## config.mk

```make
export PLATFORM = sky130hd
export DESIGN_NAME = systolic_output_deskew
export DESIGN_NICKNAME = d
export VERILOG_FILES = /design/src/rtl/systolic_output_deskew_pkg.sv /design/src/rtl/requant_sat8.sv /design/src/rtl/systolic_output_deskew.sv
export SDC_FILE = /design/constraint.sdc
export NUM_CORES = 1
export LEC_CHECK = 0
export ABC_AREA = 1
export CAP_MARGIN = 20
export CORE_MARGIN = 2
export CORE_UTILIZATION = 30
export CTS_CLUSTER_DIAMETER = 200
export DETAILED_ROUTE_END_ITERATION = 12
export GPL_ROUTABILITY_DRIVEN = 0
export SYNTH_ARGS = -nofsm -noshare
export SYNTH_HDL_FRONTEND = slang
export SYNTH_SLANG_ARGS = --single-unit
export TNS_END_PERCENT = 30
```

## constraint.sdc

```tcl
create_clock -name clk_i -period 34.1 [get_ports clk_i]
set_input_delay 5.115 -clock clk_i [delete_from_list [all_inputs] [get_ports clk_i]]
set_output_delay 5.115 -clock clk_i [all_outputs]
set_load 0.02 [all_outputs]
```

## src/rtl/systolic_output_deskew_pkg.sv

```systemverilog
// Shared defaults and FSM encoding for the systolic output deskew block.
package systolic_output_deskew_pkg;

    localparam int unsigned LANES_DEF  = 8;
    localparam int unsigned ACC_W_DEF  = 16;
    localparam int unsigned ADDR_W_DEF = 10;

    typedef enum logic [1:0] {
        StIdle = 2'd0,
        StRun  = 2'd1,
        StDone = 2'd2
    } state_e;

endpackage

```

## src/rtl/requant_sat8.sv

```systemverilog
// Requantises one signed accumulator lane to int8: arithmetic shift, then clamp.
module requant_sat8
    import systolic_output_deskew_pkg::*;
#(
    parameter int unsigned ACC_W = ACC_W_DEF
) (
    input  logic [ACC_W-1:0] acc_i,
    input  logic [3:0]       shift_i,
    output logic [7:0]       q_o,
    output logic             clip_o
);

    localparam logic signed [ACC_W-1:0] QMax = ACC_W'(127);
    localparam logic signed [ACC_W-1:0] QMin = ACC_W'(-128);

    logic signed [ACC_W-1:0] shifted;

    always_comb begin
        shifted = $signed(acc_i) >>> shift_i;
        q_o     = shifted[7:0];
        clip_o  = 1'b0;
        if (shifted > QMax) begin
            q_o    = 8'h7f;
            clip_o = 1'b1;
        end else if (shifted < QMin) begin
            q_o    = 8'h80;
            clip_o = 1'b1;
        end
    end

endmodule

```

## src/rtl/systolic_output_deskew.sv

```systemverilog
// Realigns skewed systolic column outputs, requantises each row to int8 and writes it to BRAM.
module systolic_output_deskew
    import systolic_output_deskew_pkg::*;
#(
    parameter int unsigned LANES  = LANES_DEF,
    parameter int unsigned ACC_W  = ACC_W_DEF,
    parameter int unsigned ADDR_W = ADDR_W_DEF
) (
    input  logic                   clk_i,
    input  logic                   rst_i,
    input  logic                   start_i,
    input  logic [ADDR_W-1:0]      base_addr_i,
    input  logic [ADDR_W-1:0]      num_rows_i,
    input  logic [3:0]             shift_i,
    input  logic                   en_i,
    input  logic                   valid_i,
    input  logic [LANES*ACC_W-1:0] skew_i,
    output logic                   bram_we_o,
    output logic [ADDR_W-1:0]      bram_addr_o,
    output logic [LANES*8-1:0]     bram_din_o,
    output logic                   busy_o,
    output logic                   done_o,
    output logic                   sat_o
);

    state_e              state_q, state_d;
    logic [ADDR_W-1:0]   num_rows_q, num_rows_d;
    logic [ADDR_W-1:0]   acc_cnt_q, acc_cnt_d;
    logic [ADDR_W-1:0]   wr_cnt_q, wr_cnt_d;
    logic [ADDR_W-1:0]   addr_q, addr_d;
    logic [3:0]          shift_q, shift_d;
    logic                sat_q, sat_d;
    logic                we_q, we_d;
    logic [LANES*8-1:0]  din_q, din_d;
    logic [LANES-2:0]    tag_q;

    logic [ACC_W-1:0]    aligned [LANES];
    logic [7:0]          lane_q8 [LANES];
    logic [LANES-1:0]    lane_clip;
    logic [LANES*8-1:0]  row_din;
    logic                accept;
    logic                tag_out;
    logic                write;

    // Lane k arrives k cycles after lane 0, so it waits LANES-1-k enabled cycles to line up.
    for (genvar k = 0; k < LANES; k++) begin : g_lane
        localparam int Depth = int'(LANES) - 1 - k;
        if (Depth == 0) begin : g_direct
            assign aligned[k] = skew_i[k*ACC_W +: ACC_W];
        end else begin : g_delay
            logic [ACC_W-1:0] dly_q [Depth];
            always_ff @(posedge clk_i) begin
                if (rst_i) begin
                    for (int i = 0; i < Depth; i++) dly_q[i] <= '0;
                end else if (en_i) begin
                    dly_q[0] <= skew_i[k*ACC_W +: ACC_W];
                    for (int i = 1; i < Depth; i++) dly_q[i] <= dly_q[i-1];
                end
            end
            assign aligned[k] = dly_q[Depth-1];
        end

        requant_sat8 #(
            .ACC_W (ACC_W)
        ) u_requant (
            .acc_i   (aligned[k]),
            .shift_i (shift_q),
            .q_o     (lane_q8[k]),
            .clip_o  (lane_clip[k])
        );
    end

    always_comb begin
        row_din = '0;
        for (int k = 0; k < int'(LANES); k++) row_din[k*8 +: 8] = lane_q8[k];
    end

    assign accept  = (state_q == StRun) && en_i && valid_i && (acc_cnt_q < num_rows_q);
    assign tag_out = tag_q[LANES-2];
    // A held output row is only committed on an enabled cycle, so a stall cannot repeat it.
    assign write   = we_q && en_i;

    always_comb begin
        state_d    = state_q;
        num_rows_d = num_rows_q;
        acc_cnt_d  = acc_cnt_q;
        wr_cnt_d   = wr_cnt_q;
        addr_d     = addr_q;
        shift_d    = shift_q;
        sat_d      = sat_q;
        we_d       = we_q;
        din_d      = din_q;

        if (en_i) begin
            we_d = tag_out;
            if (tag_out) begin
                din_d = row_din;
                sat_d = sat_q | (|lane_clip);
            end
        end
        if (accept) acc_cnt_d = acc_cnt_q + 1'b1;
        if (write) begin
            wr_cnt_d = wr_cnt_q + 1'b1;
            addr_d   = addr_q + 1'b1;
        end

        unique case (state_q)
            StIdle: begin
                if (start_i) begin
                    state_d    = StRun;
                    addr_d     = base_addr_i;
                    num_rows_d = num_rows_i;
                    shift_d    = shift_i;
                    acc_cnt_d  = '0;
                    wr_cnt_d   = '0;
                    sat_d      = 1'b0;
                end
            end
            StRun: begin
                if (wr_cnt_d == num_rows_q) state_d = StDone;
            end
            StDone: state_d = StIdle;
            default: state_d = StIdle;
        endcase
    end

    always_ff @(posedge clk_i) begin
        if (rst_i) begin
            state_q    <= StIdle;
            num_rows_q <= '0;
            acc_cnt_q  <= '0;
            wr_cnt_q   <= '0;
            addr_q     <= '0;
            shift_q    <= '0;
            sat_q      <= 1'b0;
            we_q       <= 1'b0;
            din_q      <= '0;
            tag_q      <= '0;
        end else begin
            state_q    <= state_d;
            num_rows_q <= num_rows_d;
            acc_cnt_q  <= acc_cnt_d;
            wr_cnt_q   <= wr_cnt_d;
            addr_q     <= addr_d;
            shift_q    <= shift_d;
            sat_q      <= sat_d;
            we_q       <= we_d;
            din_q      <= din_d;
            if (en_i) tag_q <= (tag_q << 1) | (LANES-1)'(accept);
        end
    end

    assign bram_we_o   = write;
    assign bram_addr_o = addr_q;
    assign bram_din_o  = din_q;
    assign busy_o      = (state_q != StIdle);
    assign done_o      = (state_q == StDone);
    assign sat_o       = sat_q;

endmodule

```

# After elaboration in Yosys (flattened, before gate mapping)
# Memory sizes are Yosys's and may differ from the RTL's.
# Cells that the tools add are included.
dict set report totals {
  ff_bits 119
  mem_bits_rw 448
  inputBits 157
  output_inout_bits 78
  word_cells 172
  memories 7
}
# name depth width rd rd_clocked_by_memory_dff write_ports line_no
set memory_table {}
lappend memory_table {{g_lane[0].g_delay.dly_q} 7 16 7 0 7 systolic_output_deskew.sv:51} ;# logic [ACC_W-1:0] dly_q [Depth];
lappend memory_table {{g_lane[1].g_delay.dly_q} 6 16 6 0 6 systolic_output_deskew.sv:51}
lappend memory_table {{g_lane[2].g_delay.dly_q} 5 16 5 0 5 systolic_output_deskew.sv:51}
lappend memory_table {{g_lane[3].g_delay.dly_q} 4 16 4 0 4 systolic_output_deskew.sv:51}
lappend memory_table {{g_lane[4].g_delay.dly_q} 3 16 3 0 3 systolic_output_deskew.sv:51}
lappend memory_table {{g_lane[5].g_delay.dly_q} 2 16 2 0 2 systolic_output_deskew.sv:51}
lappend memory_table {{+1 memories} n/a n/a n/a n/a n/a n/a}
dict set report op_classes {
  add_sub_neg 3
  order_cmp 17
  eq_ne 5
  n_shift 8
  n_mux 82
  n_bitwise 29
  n_reduce_logical 11
}
# cell count
set op_table {}
lappend op_table {{$mux 16} 28}
lappend op_table {{$gt 16x8->1 const B} 8}
lappend op_table {{$lt 16x8->1 const B} 8}
lappend op_table {{$mux 8} 16}
lappend op_table {{$sshr 16x4->16} 8}
lappend op_table {{$mux 10} 9}
lappend op_table {{$add 10x1->10 const B} 3}
lappend op_table {{$or 1x1->1} 28}
lappend op_table {{$mux 1} 26}
lappend op_table {{$reduce_or 16->1} 1}
lappend op_table {{$eq 10x10->1} 1}
lappend op_table {{$lt 10x10->1} 1}
lappend op_table {{$reduce_or 8->1} 1}
lappend op_table {{$or 7x1->7} 1}
lappend op_table {{$reduce_and 2->1} 3}
lappend op_table {{$logic_and 1x1->1} 4}
lappend op_table {{$mux 2} 2}
lappend op_table {{$pmux 2 s2} 1}
lappend op_table {{$eq 2x1->1 const B} 1}
lappend op_table {{$eq 2x2->1 const B} 1}
lappend op_table {{$logic_not 2->1} 1}
lappend op_table {{$ne 2x1->1 const B} 1}
lappend op_table {{$ne 2x2->1 const B} 1}
lappend op_table {{$reduce_bool 2->1} 1}

# Longest topological paths before layout
# Gate-level depths: netlist of the first run.
dict set report depth {
  word_depth 10
  mapped_depth 19
  mapped_depth_nobuf 18
}

# Cells and area by module
# From an unflattened synthesis of the first run, not the netlist that was laid out.
dict set report unflattened {
  hier_cells 3433
  hier_area_um2 28617.4
}
# mod instances cells_per_inst area_each_um2 seq_area_each_um2
set modules_own_cells {}
lappend modules_own_cells {systolic_output_deskew 1 2081 22051.1 15835.2}
lappend modules_own_cells {requant_sat8 8 169 820.8 0.0}

# Worst setup path before layout of the first run
# Ideal clock, no wire load.
dict set report synth_path {
  path_type {input -> register}
  from {input port rst_i}
  to {memory g_lane[0].g_delay.dly_q[0][0] in the netlist's numbering, enable pin}
  setup_time_ps 3280
  t_arrival_ps 12673
  required_ps 30820
  setup_slack_ps 18147
  path_stages 3
  n_path_buf 1
  cell_sequence {clkbuf_1 > inv_2 > nand2_1}
}
# item line_no
set synth_rtl {}
lappend synth_rtl {{from (decl)} systolic_output_deskew.sv:10} ;# input logic rst_i,
lappend synth_rtl {{to (decl)} systolic_output_deskew.sv:51}

# Worst setup path after layout of the first run
dict set report layout_path {
  from {input port en_i}
  to {output port bram_we_o}
}
dict set report layout_between {
  elab_chain_cells 1
}
# item line_no
set layout_rtl {}
lappend layout_rtl {{from (decl)} systolic_output_deskew.sv:15} ;# input logic en_i,
lappend layout_rtl {{$logic_and 1x1->1} systolic_output_deskew.sv:81} ;# assign write = we_q && en_i;
lappend layout_rtl {{to (decl)} systolic_output_deskew.sv:18} ;# output logic bram_we_o,
# Every way passes these cells.

==> results of run 1 <==
[power by group through the flow]
stage | combinational, W | clock, W | sequential, W
floorplan | 0.000162 | 0 | 0.000825
global placement | 0.000222 | 0 | 0.000822
detailed placement | 0.000223 | 0 | 0.000823
CTS | 0.000224 | 0.000711 | 0.000808
global route | 0.000255 | 0.000738 | 0.000812
finish | 0.000224 | 0.000685 | 0.000808
[worst max-delay path, cell delays in order]
cell and delay (ns):
clkdlybuf4s50_1 0.62, nand2_2 0.19, inv_2 0.15, clkdlybuf4s50_1 0.62
[routing by layer]
layer	vias to the layer above	track usage, %	wire (um)
met1	9200	20.75	33230
met5	-	0	13
met4	2	3.272	982
met2	501	20.68	28210
li1	10681	-	-
met3	70	2.529	3233
[path summary, 6_finish.rpt]
check | from | endpoint | slack, ns | depth (start not counted)
max | en_i | bram_we_o | 22.28 | 4
min | sat_o$_SDFF_PP0_ | sat_o$_SDFF_PP0_ | 0.45 | 2
max reg2reg | shift_q[2]$_SDFFE_PP0P_ | sat_o$_SDFF_PP0_ | 30.30 | 14
min reg2reg | sat_o$_SDFF_PP0_ | sat_o$_SDFF_PP0_ | 0.45 | 2
[Yosys cell counts, types with 3 or more instances]
| master | n | area (sq um) |
|---|---|---|
| a21oi_1 | 128 | 640.6 |
| a22oi_1 | 6 | 45.04 |
| a31oi_1 | 6 | 37.54 |
| buf_1 | 13 | 48.80 |
| buf_2 | 33 | 165.2 |
| buf_4 | 8 | 60.06 |
| buf_6 | 10 | 112.6 |
| clkbuf_1 | 103 | 386.6 |
| dfxtp_1 | 119 | 2382 |
| edfxtp_1 | 448 | 13450 |
| ha_1 | 12 | 150.1 |
| inv_1 | 539 | 2023 |
| inv_2 | 6 | 22.52 |
| mux2i_1 | 19 | 190.2 |
| nand2_1 | 712 | 2673 |
| nand2_2 | 13 | 81.33 |
| nand3_1 | 281 | 1406 |
| nand3b_1 | 4 | 30.03 |
| nand4_1 | 6 | 37.54 |
| nor2_1 | 537 | 2016 |
| nor3_1 | 11 | 55.05 |
| nor4_1 | 3 | 18.77 |
| o211ai_1 | 27 | 202.7 |
| o21ai_0 | 128 | 640.6 |
| o21ai_1 | 6 | 30.03 |
| o221ai_1 | 15 | 131.4 |
| o22ai_1 | 7 | 43.79 |
| o311ai_0 | 4 | 35.03 |
| xor2_1 | 19 | 166.4 |
[per-stage QoR]
stage | cells | instance area, sq um
floorplan | 3244 | 27470
global placement | 4506 | 30680
detailed placement | 4506 | 30680
CTS | 4624 | 32770
global route | 4624 | 32770
finish | 4624 | 32770
[placed cells by master, fill, tap and decap left out, types with 3 or more instances in the layout]
cell type / n
clkinv_2: 12
bufinv_16: 5
inv_2: 4
clkinvlp_4: 5
o22ai_1: 7
dfxtp_4: 3
buf_4: 20
nand3_1: 281
dfxtp_1: 115
nand2_2: 14
a31oi_1: 6
clkbuf_1: 16
edfxtp_1: 448
a22oi_1: 6
clkbuf_16: 67
a21oi_1: 128
mux2i_1: 19
nand3b_1: 4
o211ai_1: 27
o311ai_0: 4
xor2_1: 19
clkdlybuf4s50_1: 233
inv_1: 538
o21ai_0: 128
nor2_1: 537
nand4_1: 6
ha_1: 12
nor3_1: 11
nand2_1: 709
o21ai_1: 6
nor4_1: 3
clkinv_1: 9
o221ai_1: 15
[final cells by class]
class	instances	share of cell area (%)
Clock inverter	35	1.081
Sequential cell	567	48.36
Timing Repair Buffer	255	7.652
Inverter	546	6.274
Tap cell	1176	4.490
Clock buffer	83	5.300
Multi-Input combinational cell	1962	26.84
[logic make-up after synthesis]
logic type	Yosys count	share of synthesized area, %
buffers and inverters	715	10.39
AND/OR/NAND/NOR	1573	23.17
multiplexers	19	0.6924
AO/OA/AOI/OAI	339	6.938
XOR/XNOR	19	0.6059
adder cells (fa/ha/maj)	12	0.5467
flip-flops	567	57.66
[registers in the layout, indices dropped and copies added (netlist names)]
signal                flops
acc_cnt_q                10
tag_q                     7
g_lane.g_delay.dly_q    448
bram_din_o               64
shift_q                   4
bram_addr_o              10
we_q                      1
sat_o                     1
num_rows_q               10
state_q                   2
wr_cnt_q                 10
==> results.ini, run 1 <==
[status]
status = complete, no violations

[synthesis]
synth-seq-cells = 567
synth-main-ff-cell = edfxtp_1
ys_types = 45
synth_area_sq_um = 27470
synth_edf_count = 448
ys_warn_count = 0
synthArstFlopShare_pct = 0
synthCells = 3244
synth-seq-area-share_pct = 57.66
syn_avg_cell_area_sq_um = 8.466
synth_fp_nets = 3413

[pwr]
pwr-share-seq_pct = 47.1
ir_drop_uv = 33.22
combPwrFrac_pct = 13.0
pwr_density_cell_nw_per_um2 = 52.39
power_w = 0.001717
p_leak_nw = 13.78
switching_share_pct = 26.22
p_int_w = 0.001266
switchingPower_w = 0.0004501
clkPwrFrac_pct = 39.9

[setup_path]
required_ns = 28.98
crit_type = primary input to primary output
start_kind = primary input
worst_ep_arrival_time_ns = 6.71
end_kind = primary output
cp_max_fo = 7

[placed_design]
place_ws_ns = 22.26
io_buffers = 234
dp.final_hpwl_um = 45150

[clock_tree]
clock-root-buffer = clkbuf_16
cts_hold_buf = 0
cts_setup_buffers = 0
cts_resized = 0
cts_buffer_depth = 3
numCtsBuffers = 66
cts_max_level = 3
cts.sinks = 567
cts_tree = built
clk_pin_slew_ns = 0.06
clock_latency_ns = 0.60

[drt]
drtIter0Drc = 1692
drt_pass1_iterations = 5
final_antenna_net_count = 0
num_vias = 20454
wirelength_um = 65670
drc_errors = 0
vias_per_cell = 4.423
wl_per_cell_um = 14.20

[final_layout]
antenna_cells = 0
multiInputGateArea_sq_um = 8795
nets = 3567
drive_gt1_share_pct = 4.292
seq_area_sq_um = 15850
post-route-util_pct = 36.24
syn2layout_area_growth_pct = 19.31
fillers = 9116

[global_route]
grt_max_degree = 164
grt_usage_pct = 13.88
grt_pass1_wl_um = 104800
overflow = 0
grt_pass1_vias = 19174
antenna_found_initial = 3

[die]
dieArea_sq_um = 93990
initial_utilization_pct = 30.37
coreArea_sq_um = 90420
rows = 110
die_width_um = 306.6
dieHeight_um = 306.6
ioPinCount = 235

[timing]
finalMaxSlewViolations = 0
finalCriticalPeriod_ns = 11.82
hold_viol_final = 0
rsz0062_at_grt = false
post-route-period-util_pct = 34.68
layout_setup_ws_ns = 22.28
setup-tns-final_ns = 0
maxClockFrequency_mhz = 84.57
holdWs_ns = 0.4537
slew-limit-headroom_pct = 28.98
setup_violations = 0
tightest_slew_ns = 1.065
fin_worst_skew_ns = 0.02827

[flow_run]
drv_cap = 0

[worst_hold_path]
hold_path.class = flop to flop

No activity file was read; power rests on OpenSTA's default activity.
==> run 2: changes to the inputs <==
==> constraint.sdc (replaced) <==
create_clock -name clk_i -period 10.4 [get_ports clk_i]
set_input_delay 1.56 -clock clk_i [delete_from_list [all_inputs] [get_ports clk_i]]
set_output_delay 1.56 -clock clk_i [all_outputs]
set_load 0.02 [all_outputs]
==> run 2 against run 1 <==
Die area is the same. Combinational power grew to 3.3 times the previous value. Clock power rose to 3.1 times the previous value. Critical path depth unchanged. Sequential power grew to 3.3 times the previous value. Core utilization down 0.15 points. Largest power group unchanged.
==> results.ini, run 2 (same netlist as run 1, synthesis figures left out) <==
[timing]
fin_worst_skew_ns = 0.02914
finalCriticalPeriod_ns = 4.801
layout_setup_ws_ns = 5.599
slew-limit-headroom_pct = 29.51
tightest_slew_ns = 1.057
finalMaxSlewViolations = 0
post-route-period-util_pct = 46.16
maxClockFrequency_mhz = 208.3
rsz0062_at_grt = false
setup-tns-final_ns = 0
setup_violations = 0
hold_viol_final = 0

[setup_path]
crit_top_cell = clkdlybuf4s50_1
start_kind = primary input
end_kind = primary output
worst_ep_arrival_time_ns = 3.24
crit_type = primary input to primary output
path_buf_inv = 3
max_stage_delay_ns = 0.67
crit_slowest_cell = clkdlybuf4s50_1
cp_max_fo = 7
cp_top_family = buffers and inverters
required_ns = 8.84
cp_cell_sequence = clkdlybuf4s50_1 > nand2_2 > inv_2 > clkdlybuf4s50_1

[drt]
drt_pass1_iterations = 6
wl_per_cell_um = 14.38
final_antenna_net_count = 0
drc_errors = 0
drtIter0Drc = 1927
num_vias = 20485
wirelength_um = 66320
vias_per_cell = 4.441

[die]
initial_utilization_pct = 30.37
ioPinCount = 235
dieArea_sq_um = 93990
coreArea_sq_um = 90420
rows = 110
die_width_um = 306.6
dieHeight_um = 306.6

[flow_run]
drv_cap = 0

[clock_tree]
cts_hold_buf = 0
cts.sinks = 567
cts_buffer_depth = 3
clk_pin_slew_ns = 0.06
numCtsBuffers = 59
clock-root-buffer = clkbuf_16
cts_max_level = 2
cts_setup_buffers = 0
clock_latency_ns = 0.62
cts_tree = built
cts_resized = 0

[global_route]
grt_usage_pct = 13.94
grt_pass1_wl_um = 106000
grt_max_degree = 191
overflow = 0
grt_pass1_vias = 19245
antenna_found_initial = 2

[final_layout]
syn2layout_area_growth_pct = 18.82
antenna_cells = 0
layout_common_cells = nand2_1 (709), inv_1 (538), nor2_1 (537)
regMostFlops = g_lane.g_delay.dly_q
largest_reg_flops = 448
final_common_cell = nand2_1
fillers = 9165
drive_gt1_share_pct = 4.044
nets = 3560

[placed_design]
dp.final_hpwl_um = 45780
place_ws_ns = 5.420
io_buffers = 234

[pwr]
p_leak_nw = 13.72
pwr_density_cell_nw_per_um2 = 168.9
ir_drop_uv = 135.2

[worst_hold_path]
hold_path.class = flop to flop

[status]
status = complete, no violations

-- run 2: changes by cell type in the layout (fill, tap and decap cells not counted), sizes merged --
| cell | before | now |
|---|---|---|
| bufinv | 5 | 7 |
| clkbuf | 83 | 78 |
| clkinv | 25 | 24 |
| clkinvlp | 5 | 1 |
| inv | 546 | 543 |
-- run 2: cell type report --
type / instances / area, sq um / share of cell area (%)
tap: 1176 / 1471 / 4.509
multi-input combinational: 1962 / 8803 / 26.98
inverter: 546 / 2056 / 6.299
clock buffer: 78 / 1602 / 4.908
timing repair buffer: 255 / 2507 / 7.683
clock inverter: 29 / 346.6 / 1.062
sequential: 567 / 15850 / 48.56
-- run 2: worst paths after layout --
check	start	to	slack [ns]	cells past startpoint
min	sat_o$_SDFF_PP0_	sat_o$_SDFF_PP0_	0.46	2
max reg2reg	shift_q[0]$_SDFFE_PP0P_	sat_o$_SDFF_PP0_	6.21	17
max	en_i	bram_we_o	5.60	4
min reg2reg	sat_o$_SDFF_PP0_	sat_o$_SDFF_PP0_	0.46	2
-- run 2: metal layers --
| layer | up-vias | wire [um] | global-route usage, % | part of all wire [%] |
|---|---|---|---|---|
| li1 | 10660 | - | - | - |
| met1 | 9255 | 33500 | 20.58 | 51 |
| met2 | 470 | 27980 | 20.95 | 42 |
| met3 | 96 | 3355 | 2.509 | 5.1 |
| met4 | 4 | 1471 | 3.659 | 2.2 |
| met5 | - | 16 | 0 | 0.024 |
-- run 2: power by group --
part	switching [W]	internal, W
logic	0.000496	0.000250
registers	0.0000577	0.00258
clock network	0.000873	0.00125
total	0.00143	0.00409
-- run 2: through the flow --
stage	power [W]	instances	instance area, sq um	utilization (%)	hold slack, ns
floorplan	0.003218	3244	27470	-	0.4379
finish	0.005512	4613	32630	36.09	0.4585
global placement	0.003427	4506	30690	33.94	0.4465
detailed placement	0.003432	4506	30690	33.94	0.4565
global route	0.005784	4613	32630	36.09	0.4815
CTS	0.005579	4613	32630	36.09	0.4657
-- run 2: tightest hold or removal path, stage by stage, from the launching register on --
cell and delay [ns]:
dfxtp_1 0.31, inv_1 0.05, a21oi_1 0.05
==> run 3: changes to the inputs <==
==> constraint.sdc (replaced) <==
create_clock -name clk_i -period 4 [get_ports clk_i]
set_input_delay 0.6 -clock clk_i [delete_from_list [all_inputs] [get_ports clk_i]]
set_output_delay 0.6 -clock clk_i [all_outputs]
set_load 0.02 [all_outputs]
==> run 3 against run 2 <==
Wire length rose by 0.59%. Highest routed layer unchanged. Cell count is 0.59% higher. Critical path type is now flop to flop. Critical path depth increased by 14.
==> results.ini, run 3 (same netlist as run 1, synthesis figures left out) <==
[clock_tree]
cts_hold_buf = 0
cts.sinks = 567
cts_tree = built
cts_resized = 0
numCtsBuffers = 61
clk_pin_slew_ns = 0.07
cts_setup_buffers = 0
cts_max_level = 2
cts_buffer_depth = 3
clock_latency_ns = 0.63
clock-root-buffer = clkbuf_16

[flow_run]
drv_cap = 0

[timing]
finalCriticalPeriod_ns = 3.007
holdWs_ns = 0.3239
post-route-period-util_pct = 75.17
rsz0062_at_grt = false
finalMaxSlewViolations = 0
setup-tns-final_ns = 0
tightest_slew_ns = 0.9069
slew-limit-headroom_pct = 39.54
setup_violations = 0
fin_worst_skew_ns = 0.02052
hold_viol_final = 0
maxClockFrequency_mhz = 332.6

[placed_design]
dp.final_hpwl_um = 47270
io_buffers = 234

[global_route]
grt_pass1_wl_um = 106600
grt_max_degree = 102
grt_pass1_vias = 19448
overflow = 0
grt_usage_pct = 14.07
antenna_found_initial = 4

[worst_hold_path]
hold_path.class = primary input to flop

[final_layout]
drive_gt1_share_pct = 4.821
nets = 3583
largest_reg_flops = 448
fillers = 9164
seq_area_sq_um = 15850
final_common_cell = nand2_1
antenna_cells = 0
layout_common_cells = nand2_1 (709), inv_1 (538), nor2_1 (537)
multiInputGateArea_sq_um = 8803
regMostFlops = g_lane.g_delay.dly_q
syn2layout_area_growth_pct = 20.55

[drt]
num_vias = 20642
wl_per_cell_um = 14.38
drtIter0Drc = 1724
drc_errors = 0
vias_per_cell = 4.449
drt_pass1_iterations = 6
final_antenna_net_count = 0
wirelength_um = 66710

[die]
dieArea_sq_um = 93990
die_width_um = 306.6
coreArea_sq_um = 90420
dieHeight_um = 306.6
rows = 110
initial_utilization_pct = 30.37
ioPinCount = 235

[setup_path]
worst_ep_arrival_time_ns = 3.52
crit_type = flop to flop
required_ns = 4.51
start_kind = flop
end_kind = flop
cp_max_fo = 42

[status]
status = complete, no violations

[pwr]
ir_drop_uv = 330.2
p_leak_nw = 13.96
pwr_density_cell_nw_per_um2 = 442.5

==> run 3: cell count changes in the layout (fill, tap and decap cells not counted) <==
cell	before	now
buf_12	1	17
buf_4	20	25
bufinv_16	7	8
clkbuf_1	13	15
clkbuf_16	60	63
clkbuf_2	2	0
clkbuf_8	3	4
clkinv_1	10	7
clkinv_16	1	0
clkinvlp_4	1	2
inv_6	0	4
==> run 3: stage by stage <==
stage | power, W | setup slack [ns] | std cells | area, sq um | util, %
after floorplan | 0.008325 | 0.9339 | 3244 | 27480 | -
after global placement | 0.008953 | 1.055 | 4527 | 31040 | 34.33
after detailed placement | 0.008971 | 1.012 | 4527 | 31040 | 34.33
after CTS | 0.01484 | 0.9624 | 4640 | 33110 | 36.62
after global routing | 0.01537 | 0.6695 | 4640 | 33110 | 36.62
final | 0.01465 | 0.9933 | 4640 | 33110 | 36.62
==> run 3: power by group <==
part | internal (W) | switching, W | leakage [nW]
clock network | 0.00347 | 0.00233 | 1.01
registers | 0.00671 | 0.000157 | 5.91
logic | 0.000694 | 0.00129 | 7.05
total | 0.0109 | 0.00378 | 14.0
==> run 3: path summary, 6_finish.rpt <==
| kind | start | endpoint | slack, ns | cells past startpoint |
|---|---|---|---|---|
| max | shift_q[0]$_SDFFE_PP0P_ | sat_o$_SDFF_PP0_ | 0.99 | 18 |
| min | rst_i | bram_din_o[63]$_SDFFE_PP0P_ | 0.32 | 2 |
| max reg2reg | shift_q[0]$_SDFFE_PP0P_ | sat_o$_SDFF_PP0_ | 0.99 | 18 |
| min reg2reg | bram_din_o[28]$_SDFFE_PP0P_ | bram_din_o[28]$_SDFFE_PP0P_ | 0.46 | 2 |
==> run 3: metal layers <==
layer	share of wire, %	vias to the layer above	wire (um)	track usage, %
met4	2.8	4	1846	4.412
met3	5.4	101	3577	2.626
met2	43	527	28410	20.91
met1	49	9299	32850	20.61
met5	0.040	-	27	0
li1	-	10711	-	-
==> run 3: cell type report <==
type                       count  share of cell area, %
timing repair buffer         276                  8.654
multi-input combinational   1962                  26.59
inverter                     546                  6.209
clock buffer                  82                  5.098
sequential                   567                  47.86
clock inverter                31                  1.141
tap                         1176                  4.444
==> run 3: worst max-delay path: stages (launching register included) <==
cell      delay (ns)
dfxtp_4         0.64
clkinv_2        0.24
buf_4           0.32
nand2_1         0.11
nand3_1         0.09
nand2_1         0.10
nand2_1         0.05
nand2_1         0.08
nand2_1         0.07
nand2_1         0.08
nand2_1         0.07
nor2_1          0.10
nand2_1         0.07
nand2_2         0.14
nand2_1         0.07
nor2_1          0.29
nand2_1         0.08
o21ai_1         0.16
a21oi_1         0.08
